--- src/rtl/wfg_wb_pkg.sv ---
// Shared Wishbone initiator types: FSM state encoding and request/response
// records that sequencers use to talk to wfg_wishbone_master.
package wfg_wb_pkg;

  localparam int WB_BUSW_DEFAULT = 32;

  typedef enum logic [1:0] {
    IDLE = 2'd0,
    BUS  = 2'd1,
    RSP  = 2'd2
  } wb_state_e;

  typedef struct packed {
    logic                           we;
    logic [WB_BUSW_DEFAULT-1:0]     adr;
    logic [WB_BUSW_DEFAULT-1:0]     dat;
    logic [WB_BUSW_DEFAULT/8-1:0]   sel;
  } wb_req_t;

  typedef struct packed {
    logic [WB_BUSW_DEFAULT-1:0]     dat;
    logic                           err;
  } wb_rsp_t;

endpackage

--- src/rtl/wfg_wishbone_master.sv ---
// Wishbone classic single-transfer initiator: one command in flight, valid/ready
// on both internal sides, and a bounded wait for ack that reports a timeout error.
module wfg_wishbone_master
  import wfg_wb_pkg::*;
#(
  parameter int BUSW    = WB_BUSW_DEFAULT,
  parameter int TIMEOUT = 16
) (
  input  logic              wb_clk_i,
  input  logic              wb_rst_ni,
  input  logic              cmd_valid_i,
  output logic              cmd_ready_o,
  input  logic              cmd_we_i,
  input  logic [BUSW-1:0]   cmd_adr_i,
  input  logic [BUSW-1:0]   cmd_dat_i,
  input  logic [BUSW/8-1:0] cmd_sel_i,
  output logic              rsp_valid_o,
  input  logic              rsp_ready_i,
  output logic [BUSW-1:0]   rsp_dat_o,
  output logic              rsp_err_o,
  output logic              wbm_cyc_o,
  output logic              wbm_stb_o,
  output logic              wbm_we_o,
  output logic [BUSW/8-1:0] wbm_sel_o,
  output logic [BUSW-1:0]   wbm_adr_o,
  output logic [BUSW-1:0]   wbm_dat_o,
  input  logic              wbm_ack_i,
  input  logic [BUSW-1:0]   wbm_dat_i
);

  localparam int CW = $clog2(TIMEOUT) + 1;

  wb_state_e         r_state, w_state_nxt;
  logic [CW-1:0]     r_cnt;
  logic              r_cyc;
  logic              r_we;
  logic [BUSW/8-1:0] r_sel;
  logic [BUSW-1:0]   r_adr;
  logic [BUSW-1:0]   r_dat;
  logic              r_rsp_valid;
  logic [BUSW-1:0]   r_rsp_dat;
  logic              r_rsp_err;

  logic w_accept;
  logic w_timeout;

  assign w_accept  = cmd_valid_i && (r_state == IDLE);
  assign w_timeout = (r_cnt == CW'(TIMEOUT - 1));

  always_comb begin
    w_state_nxt = r_state;
    case (r_state)
      IDLE:    if (w_accept) w_state_nxt = BUS;
      BUS:     if (wbm_ack_i || w_timeout) w_state_nxt = RSP;
      RSP:     if (rsp_ready_i) w_state_nxt = IDLE;
      default: w_state_nxt = IDLE;
    endcase
  end

  always_ff @(posedge wb_clk_i) begin
    if (!wb_rst_ni) begin
      r_state     <= IDLE;
      r_cnt       <= '0;
      r_cyc       <= 1'b0;
      r_we        <= 1'b0;
      r_sel       <= '0;
      r_adr       <= '0;
      r_dat       <= '0;
      r_rsp_valid <= 1'b0;
      r_rsp_dat   <= '0;
      r_rsp_err   <= 1'b0;
    end else begin
      r_state <= w_state_nxt;
      case (r_state)
        IDLE: if (w_accept) begin
          r_cyc <= 1'b1;
          r_we  <= cmd_we_i;
          r_adr <= cmd_adr_i;
          r_sel <= cmd_sel_i;
          r_dat <= cmd_we_i ? cmd_dat_i : '0;
          r_cnt <= '0;
        end
        // Ack takes priority over a timeout landing on the same edge.
        BUS: if (wbm_ack_i) begin
          r_cyc       <= 1'b0;
          r_rsp_valid <= 1'b1;
          r_rsp_dat   <= r_we ? '0 : wbm_dat_i;
          r_rsp_err   <= 1'b0;
        end else if (w_timeout) begin
          r_cyc       <= 1'b0;
          r_rsp_valid <= 1'b1;
          r_rsp_dat   <= '0;
          r_rsp_err   <= 1'b1;
        end else begin
          r_cnt <= r_cnt + CW'(1);
        end
        RSP: if (rsp_ready_i) r_rsp_valid <= 1'b0;
        default: ;
      endcase
    end
  end

  assign cmd_ready_o = (r_state == IDLE);
  assign rsp_valid_o = r_rsp_valid;
  assign rsp_dat_o   = r_rsp_dat;
  assign rsp_err_o   = r_rsp_err;
  assign wbm_cyc_o   = r_cyc;
  assign wbm_stb_o   = r_cyc;
  assign wbm_we_o    = r_we;
  assign wbm_sel_o   = r_sel;
  assign wbm_adr_o   = r_adr;
  assign wbm_dat_o   = r_dat;

endmodule

--- config.mk ---
export PLATFORM = sky130hd
export DESIGN_NAME = wfg_wishbone_master
export DESIGN_NICKNAME = d
export VERILOG_FILES = /design/src/rtl/wfg_wb_pkg.sv /design/src/rtl/wfg_wishbone_master.sv
export SDC_FILE = /design/constraint.sdc
export NUM_CORES = 1
export LEC_CHECK = 0
export CAP_MARGIN = 25
export CORE_MARGIN = 5
export CORE_UTILIZATION = 42
export DETAILED_ROUTE_END_ITERATION = 8
export HOLD_SLACK_MARGIN = 0.02
export PLACE_DENSITY = 0.85
export SLEW_MARGIN = 20
export SYNTH_ARGS = -nofsm -noshare
export SYNTH_HDL_FRONTEND = slang
export SYNTH_SLANG_ARGS = --single-unit
--- constraint.sdc ---
create_clock -name wb_clk_i -period 6.5 [get_ports wb_clk_i]
set_input_delay 1.3 -clock wb_clk_i [delete_from_list [all_inputs] [get_ports wb_clk_i]]
set_output_delay 1.3 -clock wb_clk_i [all_outputs]
set_load 0.1 [all_outputs]
==> summary.md, run 1 <==
| Metric | Value |
|---|---|
| Hold_buf cts | 0 |
| Initial antenna violation count | 0 |
| Wire per inst | 16.78 µm |
| Pins Over Slew Limit | 0 |
| Synth area leader | dfxtp_1 |
| Top post-synthesis cells by count | dfxtp_1, nand2_1, a21oi_1 |
| Yosys Warn Count | 0 |
| Met3 Track Usage GR | 8.638% |
| Unrepaired setup endpoints after global routing | false |
| IO buf count | 211 |
| Initial Util | 43.20% |
| Antenna diodes | 0 |
| DR vias | 3968 |
| Leakage | 2.248 nW |
| H-tree depth | 3 |
| Chip width | 107.5 µm |
| Mapped Area | 0.003991 mm² |
| Placed cells | 734 |
| Clock insertion delay at the later pin of the skew report | 0.36 ns |
| CP top delay family | buffers and inverters |
| Worst Path Buf+Inv | 1 |
| Max-cap violation count | 0 |
| CP Class | flop to output pin |
| Area growth, synth to finish | 59.44% |
| Vias in the first global route | 4060 |
| Post-CTS Setup Repair Bufs | 0 |
| Die ar. | 0.01155 mm² |
| Inserted Clock Buffers | 9 |
| Top_reg_cell synth | dfxtp_1 |
| CP Capture Type | output pin |
| Met2 GRT Util | 35.52% |
| Max Freq | 0.2620 GHz |
| CTS tree | built |
| Asr flop ratio synth | 0% |
| Final-report setup violation count | 0 |
| Fraction of layout cells with a size suffix above 1 | 4.662% |
| Final WL | 12600 µm |
| Top cells by area, synth | dfxtp_1, a21oi_1, nand2_1, a22o_1, nand4b_1 |
| Post-CTS sizing | 0 |
| Largest vdd supply drop | 0.1414 mV |
| Syn_area_per_cell | 9.218 µm² |
| Clock tree buffer depth | 2 |
| Worst setup margin | 2.684 ns |
| CP cell instances | clkdlybuf4s50_1 |
| Normalized max-slew margin | 31.09% |
| Post-synth EDFFs | 0 |
| Sequential-to-total area share from yosys stat | 55.67% |
| ANT nets after route | 0 |
| Clk root buf | clkbuf_8 |
| Status | complete, no violations |
| Clock skew | 0.009714 ns |
| CP Launch Type | flop |
| Worst path slowest cell | clkdlybuf4s50_1 |
| Top Usage Layer GRT | met2 |
| Gr ovfl total | 0 |
| Final Hold Fails | 0 |
| CP peak stage delay | 1.27 ns |
| Cells after Synth | 433 |
| Post-synth top area share | 55.67% |
| Hold slack final | 0.4623 ns |
| Die height | 107.5 µm |
| Post-synth cell types | 28 |
| CP max FO | 34 |
| Total GRT Usage | 21.09% |
| Slew @ Worst Pin | 1.030 ns |
| Starting DRT DRC Count | 186 |
| Fin Setup TNS | 0 ns |
| Routing usage on met1 | 24.56% |
| Placer Congestion | 0.7710 |
| CP Data Required Time | 5.20 ns |
| HP Class | flop to flop |
| Synth Register Bits | 111 |
| Worst-path clk slew | 0.11 ns |
| Clk sinks | 111 |
| Setup WS pre-CTS | 2.819 ns |
| # IOs | 212 |
| Fillers | 694 |
| Drt pass-1 iters | 4 |
| Post-synth net total | 541 |
| Vias per cell | 5.284 |
| Power Dens Cells | 256.9 mW/mm² |
| Rows | 35 |
| Most frequent cell after synthesis | dfxtp_1 |
| Largest net degree at the start of global routing | 77 |
| Design Power | 1.635 mW |
| Non-filler cells, final | 751 |
| Final period util | 58.71% |
| Nets | 725 |
| DRC viols | 0 |
| Dpl cell area | 0.006132 mm² |
| Final min period | 3.816 ns |
| Worst EP arrival | 2.52 ns |
| First-pass GRT wire length | 19800 µm |
| DP Wirelength | 8984 µm |
| Core area | 0.009240 mm² |
| Finished Core Util | 68.87% |
| Finished Cell Area | 0.006364 mm² |
## per-layer routing
| metal | up-vias | share of wire (%) |
|---|---|---|
| li1 | 1897 | - |
| met2 | 176 | 49 |
| met5 | - | 0 |
| met3 | 21 | 10 |
| met1 | 1874 | 39 |
| met4 | 0 | 2.2 |
## placed cells by master, fill, tap and decap left out, types with 2 or more instances in the layout
cell type,synthesis,layout
inv_8,0,2
clkbuf_8,0,10
buf_4,1,4
clkdlybuf4s50_1,0,211
dfxtp_1,111,111
inv_1,3,2
a21oi_1,75,75
a22o_1,32,32
o21ai_0,36,36
nand2_1,78,78
clkinv_4,0,2
nand4b_1,32,32
ha_1,2,2
or3_1,2,2
nor2_1,3,2
or3b_2,2,2
## path summary, 6_finish.rpt
path	slack [ns]	from	cells after the start	to
worst max register to register	4.17	r_cnt[0]	7	rsp_dat_o[23]
worst min register to register	0.46	wbm_sel_o[2]	2	wbm_sel_o[2]
worst max-delay path	2.68	wbm_we_o	1	wbm_we_o
worst min-delay path	0.46	wbm_sel_o[2]	2	wbm_sel_o[2]
## logic make-up after synthesis
logic type	synth area share (%)
buf+inv	4.796
flops	55.67
fa+ha+maj	0.6269
simple gates	17.02
compound gates	21.88
## power breakdown
part,internal [mW],total [mW],switching (mW)
registers,0.713,0.735,0.0218
clock network,0.196,0.432,0.236
logic,0.140,0.468,0.328
## registers in the layout, summed over array words and instances, names as in the netlist
signal / flops
r_cnt: 5
r_state: 2
rsp_dat_o: 32
rsp_err_o: 1
rsp_valid_o: 1
wbm_adr_o: 32
wbm_cyc_o: 1
wbm_dat_o: 32
wbm_sel_o: 4
wbm_we_o: 1
## cell type report
| cell class | count | area [µm²] | share of cell area [%] |
|---|---|---|---|
| Clock buffer | 10 | 137.6 | 2.163 |
| Tap cell | 129 | 161.4 | 2.536 |
| Timing Repair Buffer | 216 | 2157 | 33.90 |
| Clock inverter | 6 | 77.57 | 1.219 |
| Multi-Input combinational cell | 276 | 1594 | 25.05 |
| Sequential cell | 111 | 2222 | 34.92 |
| Inverter | 3 | 13.76 | 0.2163 |
(Power assumes the default switching activity.)
==> inputs of run 2 (changes only) <==
--- a/config.mk
+++ b/config.mk
@@ -7,10 +7,10 @@
 export LEC_CHECK = 0
 export CAP_MARGIN = 25
 export CORE_MARGIN = 5
-export CORE_UTILIZATION = 42
+export CORE_UTILIZATION = 39
 export DETAILED_ROUTE_END_ITERATION = 8
 export HOLD_SLACK_MARGIN = 0.02
-export PLACE_DENSITY = 0.85
+export PLACE_DENSITY = 0.8
 export SLEW_MARGIN = 20
 export SYNTH_ARGS = -nofsm -noshare
 export SYNTH_HDL_FRONTEND = slang
==> constraint.sdc (replaced) <==
create_clock -name wb_clk_i -period 3.55 [get_ports wb_clk_i]
set_input_delay 0.71 -clock wb_clk_i [delete_from_list [all_inputs] [get_ports wb_clk_i]]
set_output_delay 0.71 -clock wb_clk_i [all_outputs]
set_load 0.1 [all_outputs]
==> run 2 against run 1 <==
Compared with the run above:
- final cell count rose by 1.2%
- core utilization fell by 6.0 points
- register-to-register slack got worse by 2.8 ns
- critical path depth did not move
- clock skew barely moved
- wire length rose by 0.20%
- cell area rose by 0.16%
- hold slack got worse by 0.0044 ns
- flip-flop and latch count did not move
==> summary.md, run 2 (synthesized netlist as in run 1, its figures left out) <==
| Metric | Value |
|---|---|
| Initial antenna violation count | 0 |
| Core area | 0.01014 mm² |
| Clk root buf | clkbuf_8 |
| Pins Over Slew Limit | 0 |
| CP peak stage delay | 1.17 ns |
| Clock insertion delay at the later pin of the skew report | 0.36 ns |
| Post-CTS Setup Repair Bufs | 0 |
| Starting DRT DRC Count | 341 |
| Slew @ Worst Pin | 1.023 ns |
| Wire per inst | 16.61 µm |
| CP Launch Type | flop |
| ANT nets after route | 0 |
| Inserted Clock Buffers | 9 |
| Final WL | 12630 µm |
| Final Hold Fails | 0 |
| Chip width | 111.2 µm |
| IO buf count | 211 |
| CP Data Required Time | 2.84 ns |
| Status | complete, no violations |
| CP max FO | 2 |
| Max-cap violation count | 0 |
| Fin Setup TNS | 0 ns |
| Unrepaired setup endpoints after global routing | false |
| Die height | 111.2 µm |
| Initial Util | 39.37% |
| Dpl cell area | 0.006151 mm² |
| First-pass GRT wire length | 20820 µm |
| Post-CTS sizing | 0 |
| Vias per cell | 5.186 |
| Worst EP arrival | 1.90 ns |
| Fraction of layout cells with a size suffix above 1 | 4.968% |
| CTS tree | built |
| Vias in the first global route | 4066 |
| Finished Core Util | 62.87% |
| Nets | 728 |
| Largest net degree at the start of global routing | 76 |
| CP top delay family | buffers and inverters |
| Rows | 37 |
| Placer Congestion | 0.7806 |
| CP Capture Type | output pin |
| CP Class | flop to output pin |
| Area growth, synth to finish | 59.69% |
| Drt pass-1 iters | 4 |
| Hold_buf cts | 0 |
| Power Dens Cells | 467.6 mW/mm² |
| Clock skew | 0.009282 ns |
| Worst-path clk slew | 0.09 ns |
| Most frequent cells in the layout | clkdlybuf4s50_1, dfxtp_1, nand2_1 |
| Normalized max-slew margin | 31.60% |
| Die ar. | 0.01236 mm² |
| Worst path slowest cell | clkdlybuf4s50_1 |
| CP cell instances | clkdlybuf4s50_1 |
| Final period util | 73.47% |
| Finished Cell Area | 0.006374 mm² |
| Gr ovfl total | 0 |
| Final min period | 2.608 ns |
| Largest vdd supply drop | 0.2475 mV |
| Leakage | 2.264 nW |
| Antenna diodes | 0 |
| Final-report setup violation count | 0 |
| H-tree depth | 3 |
| DP Wirelength | 8901 µm |
| DR vias | 3941 |
| Commonest non-fill, non-tap cell in the layout | clkdlybuf4s50_1 |
| Max Freq | 0.3834 GHz |
| Clock tree buffer depth | 2 |
| HP Class | flop to flop |
| Total GRT Usage | 20.18% |
| DRC viols | 0 |
| Worst Path Buf+Inv | 1 |
| # IOs | 212 |
| Clk sinks | 111 |
run 2: report_power, final:
part | leakage [nW] | total [mW] | switching [mW] | internal, mW
clock | 0.106 | 0.779 | 0.396 | 0.383
combinational | 1.25 | 0.857 | 0.600 | 0.258
sequential | 0.905 | 1.34 | 0.0396 | 1.30
total | 2.26 | 2.98 | 1.04 | 1.95
run 2: final timing paths:
check,startpoint,end,slack [ns],depth (start not counted)
min reg2reg,wbm_adr_o[29],wbm_adr_o[29],0.46,2
max reg2reg,r_cnt[0],r_cnt[3],1.40,6
min,wbm_adr_o[29],wbm_adr_o[29],0.46,2
max,wbm_dat_o[0],wbm_dat_o[0],0.94,1
run 2: layer usage:
layer	global-route usage, %	wire length (µm)	vias up
met3	6.987	1129	21
met5	0	0	-
met2	33.41	6048	173
met4	7.461	281	0
met1	24.19	5166	1848
li1	-	-	1899
run 2: cell type report:
type | count | area (µm²)
multi-input combinational | 276 | 1588
sequential | 111 | 2222
timing repair buffer | 219 | 2175
fill | 834 | 3765
clock inverter | 2 | 38.79
clock buffer | 13 | 168.9
inverter | 3 | 11.26
tap | 136 | 170.2
run 2: metrics by stage:
stage / power, mW / hold WS, ns / std cells / setup WS, ns
after floorplan: 1.950 / 0.4380 / 433 / 1.227
after global placement: 2.218 / 0.4407 / 744 / 1.051
after detailed placement: 2.229 / 0.4458 / 744 / 1.033
after CTS: 3.010 / 0.4597 / 759 / 0.9069
after global routing: 3.110 / 0.4764 / 760 / 0.8817
final: 2.981 / 0.4579 / 760 / 0.9419
==> inputs of run 3 (changes only) <==
--- a/config.mk
+++ b/config.mk
@@ -7,10 +7,10 @@
 export LEC_CHECK = 0
 export CAP_MARGIN = 25
 export CORE_MARGIN = 5
-export CORE_UTILIZATION = 39
+export CORE_UTILIZATION = 35
 export DETAILED_ROUTE_END_ITERATION = 8
 export HOLD_SLACK_MARGIN = 0.02
-export PLACE_DENSITY = 0.8
+export PLACE_DENSITY = 0.76
 export SLEW_MARGIN = 20
 export SYNTH_ARGS = -nofsm -noshare
 export SYNTH_HDL_FRONTEND = slang
==> constraint.sdc (replaced) <==
create_clock -name wb_clk_i -period 2.3 [get_ports wb_clk_i]
set_input_delay 0.46 -clock wb_clk_i [delete_from_list [all_inputs] [get_ports wb_clk_i]]
set_output_delay 0.46 -clock wb_clk_i [all_outputs]
set_load 0.1 [all_outputs]
==> run 3 against run 2 <==
Compared with the run above:
- hold slack worse by 0.00056 ns
- non-clock buffer count increased by 7
- wire length down 1.0%
- critical path depth rose by 5
- first-iteration DRC count increased by 12%
- critical endpoint is now r_cnt[3]
- largest power group unchanged
==> summary.md, run 3 (synthesized netlist as in run 1, its figures left out) <==
| Metric | Value |
|---|---|
| Status | complete, no violations |
| Clk root buf | clkbuf_16 |
| Final Hold Fails | 0 |
| Wire per inst | 16.13 µm |
| Commonest non-fill, non-tap cell in the layout | buf_4 |
| Clock insertion delay at the later pin of the skew report | 0.34 ns |
| Pins Over Slew Limit | 0 |
| Largest net degree at the start of global routing | 76 |
| Total GRT Usage | 17.42% |
| Max Freq | 0.4739 GHz |
| # IOs | 212 |
| Final-report setup violation count | 0 |
| Fraction of layout cells with a size suffix above 1 | 22.94% |
| Footprint of the multi-input gates | 0.001590 mm² |
| DP Wirelength | 8938 µm |
| Starting DRT DRC Count | 381 |
| Max-cap violation count | 0 |
| Core area | 0.01132 mm² |
| Slew @ Worst Pin | 0.7879 ns |
| CP Launch Type | flop |
| Placed cells | 757 |
| Normalized max-slew margin | 47.48% |
| Final min period | 2.110 ns |
| First-pass GRT wire length | 19030 µm |
| Vias in the first global route | 3844 |
| ANT nets after route | 0 |
| Post-CTS sizing | 0 |
| Clk sinks | 111 |
| Leakage | 2.546 nW |
| CP Class | flop to flop |
| Largest vdd supply drop | 0.4592 mV |
| CP max FO | 10 |
| Chip width | 116.8 µm |
| Rows | 39 |
| Placer Congestion | 0.7985 |
| Initial antenna violation count | 0 |
| Fillers | 985 |
| Dpl cell area | 0.005959 mm² |
| Antenna diodes | 0 |
| Non-filler cells, final | 775 |
| Die ar. | 0.01364 mm² |
| Gr ovfl total | 0 |
| Hold_buf cts | 0 |
| DRC viols | 0 |
| DR vias | 3934 |
| Final WL | 12500 µm |
| Fin Setup TNS | 0 ns |
| Area growth, synth to finish | 57.62% |
| Clock tree buffer depth | 2 |
| Die height | 116.8 µm |
| Inserted Clock Buffers | 9 |
| Final period util | 91.75% |
| IO buf count | 211 |
| Worst EP arrival | 2.37 ns |
| HP Class | flop to flop |
| Clock skew | 0.009102 ns |
| Nets | 735 |
| Drt pass-1 iters | 4 |
| Sequential cell area | 0.002222 mm² |
| CP Capture Type | flop |
| Post-CTS Setup Repair Bufs | 0 |
| CTS tree | built |
| H-tree depth | 3 |
| Unrepaired setup endpoints after global routing | false |
| CP Data Required Time | 2.56 ns |
| Vias per cell | 5.076 |
| Worst-path clk slew | 0.08 ns |
| Power Dens Cells | 795.7 mW/mm² |
| Initial Util | 35.26% |
| Most frequent cells in the layout | buf_4, dfxtp_1, clkdlybuf4s50_1 |
| Finished Cell Area | 0.006291 mm² |
-- run 3: power breakdown --
| group | switching [mW] | internal [mW] |
|---|---|---|
| registers | 0.0558 | 2.01 |
| logic | 0.936 | 0.379 |
| clock network | 0.749 | 0.872 |
-- run 3: critical path: stages, from the launching register on --
cell,delay (ns)
dfxtp_1,0.34
ha_1,0.21
and3_1,0.18
ha_1,0.22
or4b_4,0.56
or3_1,0.36
a21oi_1,0.15
-- run 3: worst paths after layout --
path                        end  slack [ns]          start  cells past startpoint
setup / recovery       r_cnt[3]        0.19       r_cnt[0]                      6
setup reg to reg       r_cnt[3]        0.19       r_cnt[0]                      6
hold / removal    wbm_adr_o[28]        0.46  wbm_adr_o[28]                      2
hold reg to reg   wbm_adr_o[28]        0.46  wbm_adr_o[28]                      2
-- run 3: through the flow --
stage                     setup slack, ns  total power, mW  hold slack, ns  utilization, %
final                              0.1897            5.006          0.4574           55.57
after global routing               0.1401            5.202          0.4792           55.57
after CTS                         0.05340            5.065          0.4580           55.37
after detailed placement         -0.05515            3.426          0.4476           52.64
after global placement            0.03938            3.410          0.4423           52.64
after floorplan                    0.2266            3.010          0.4380               -
-- run 3: layout make-up --
cell class / instances / share of cell area [%]
multi-input cells: 276 / 25.28
well taps: 143 / 2.844
clock inverters: 7 / 1.333
flip-flops and latches: 111 / 35.32
clock buffers: 9 / 3.580
repair buffers: 226 / 31.46
inverters: 3 / 0.1790
-- run 3: routing by layer --
metal | routed length, µm | GRT usage [%]
met1 | 5316 | 21.71
met2 | 5836 | 28.29
met3 | 1213 | 6.015
met4 | 132 | 5.810
met5 | 0 | 0
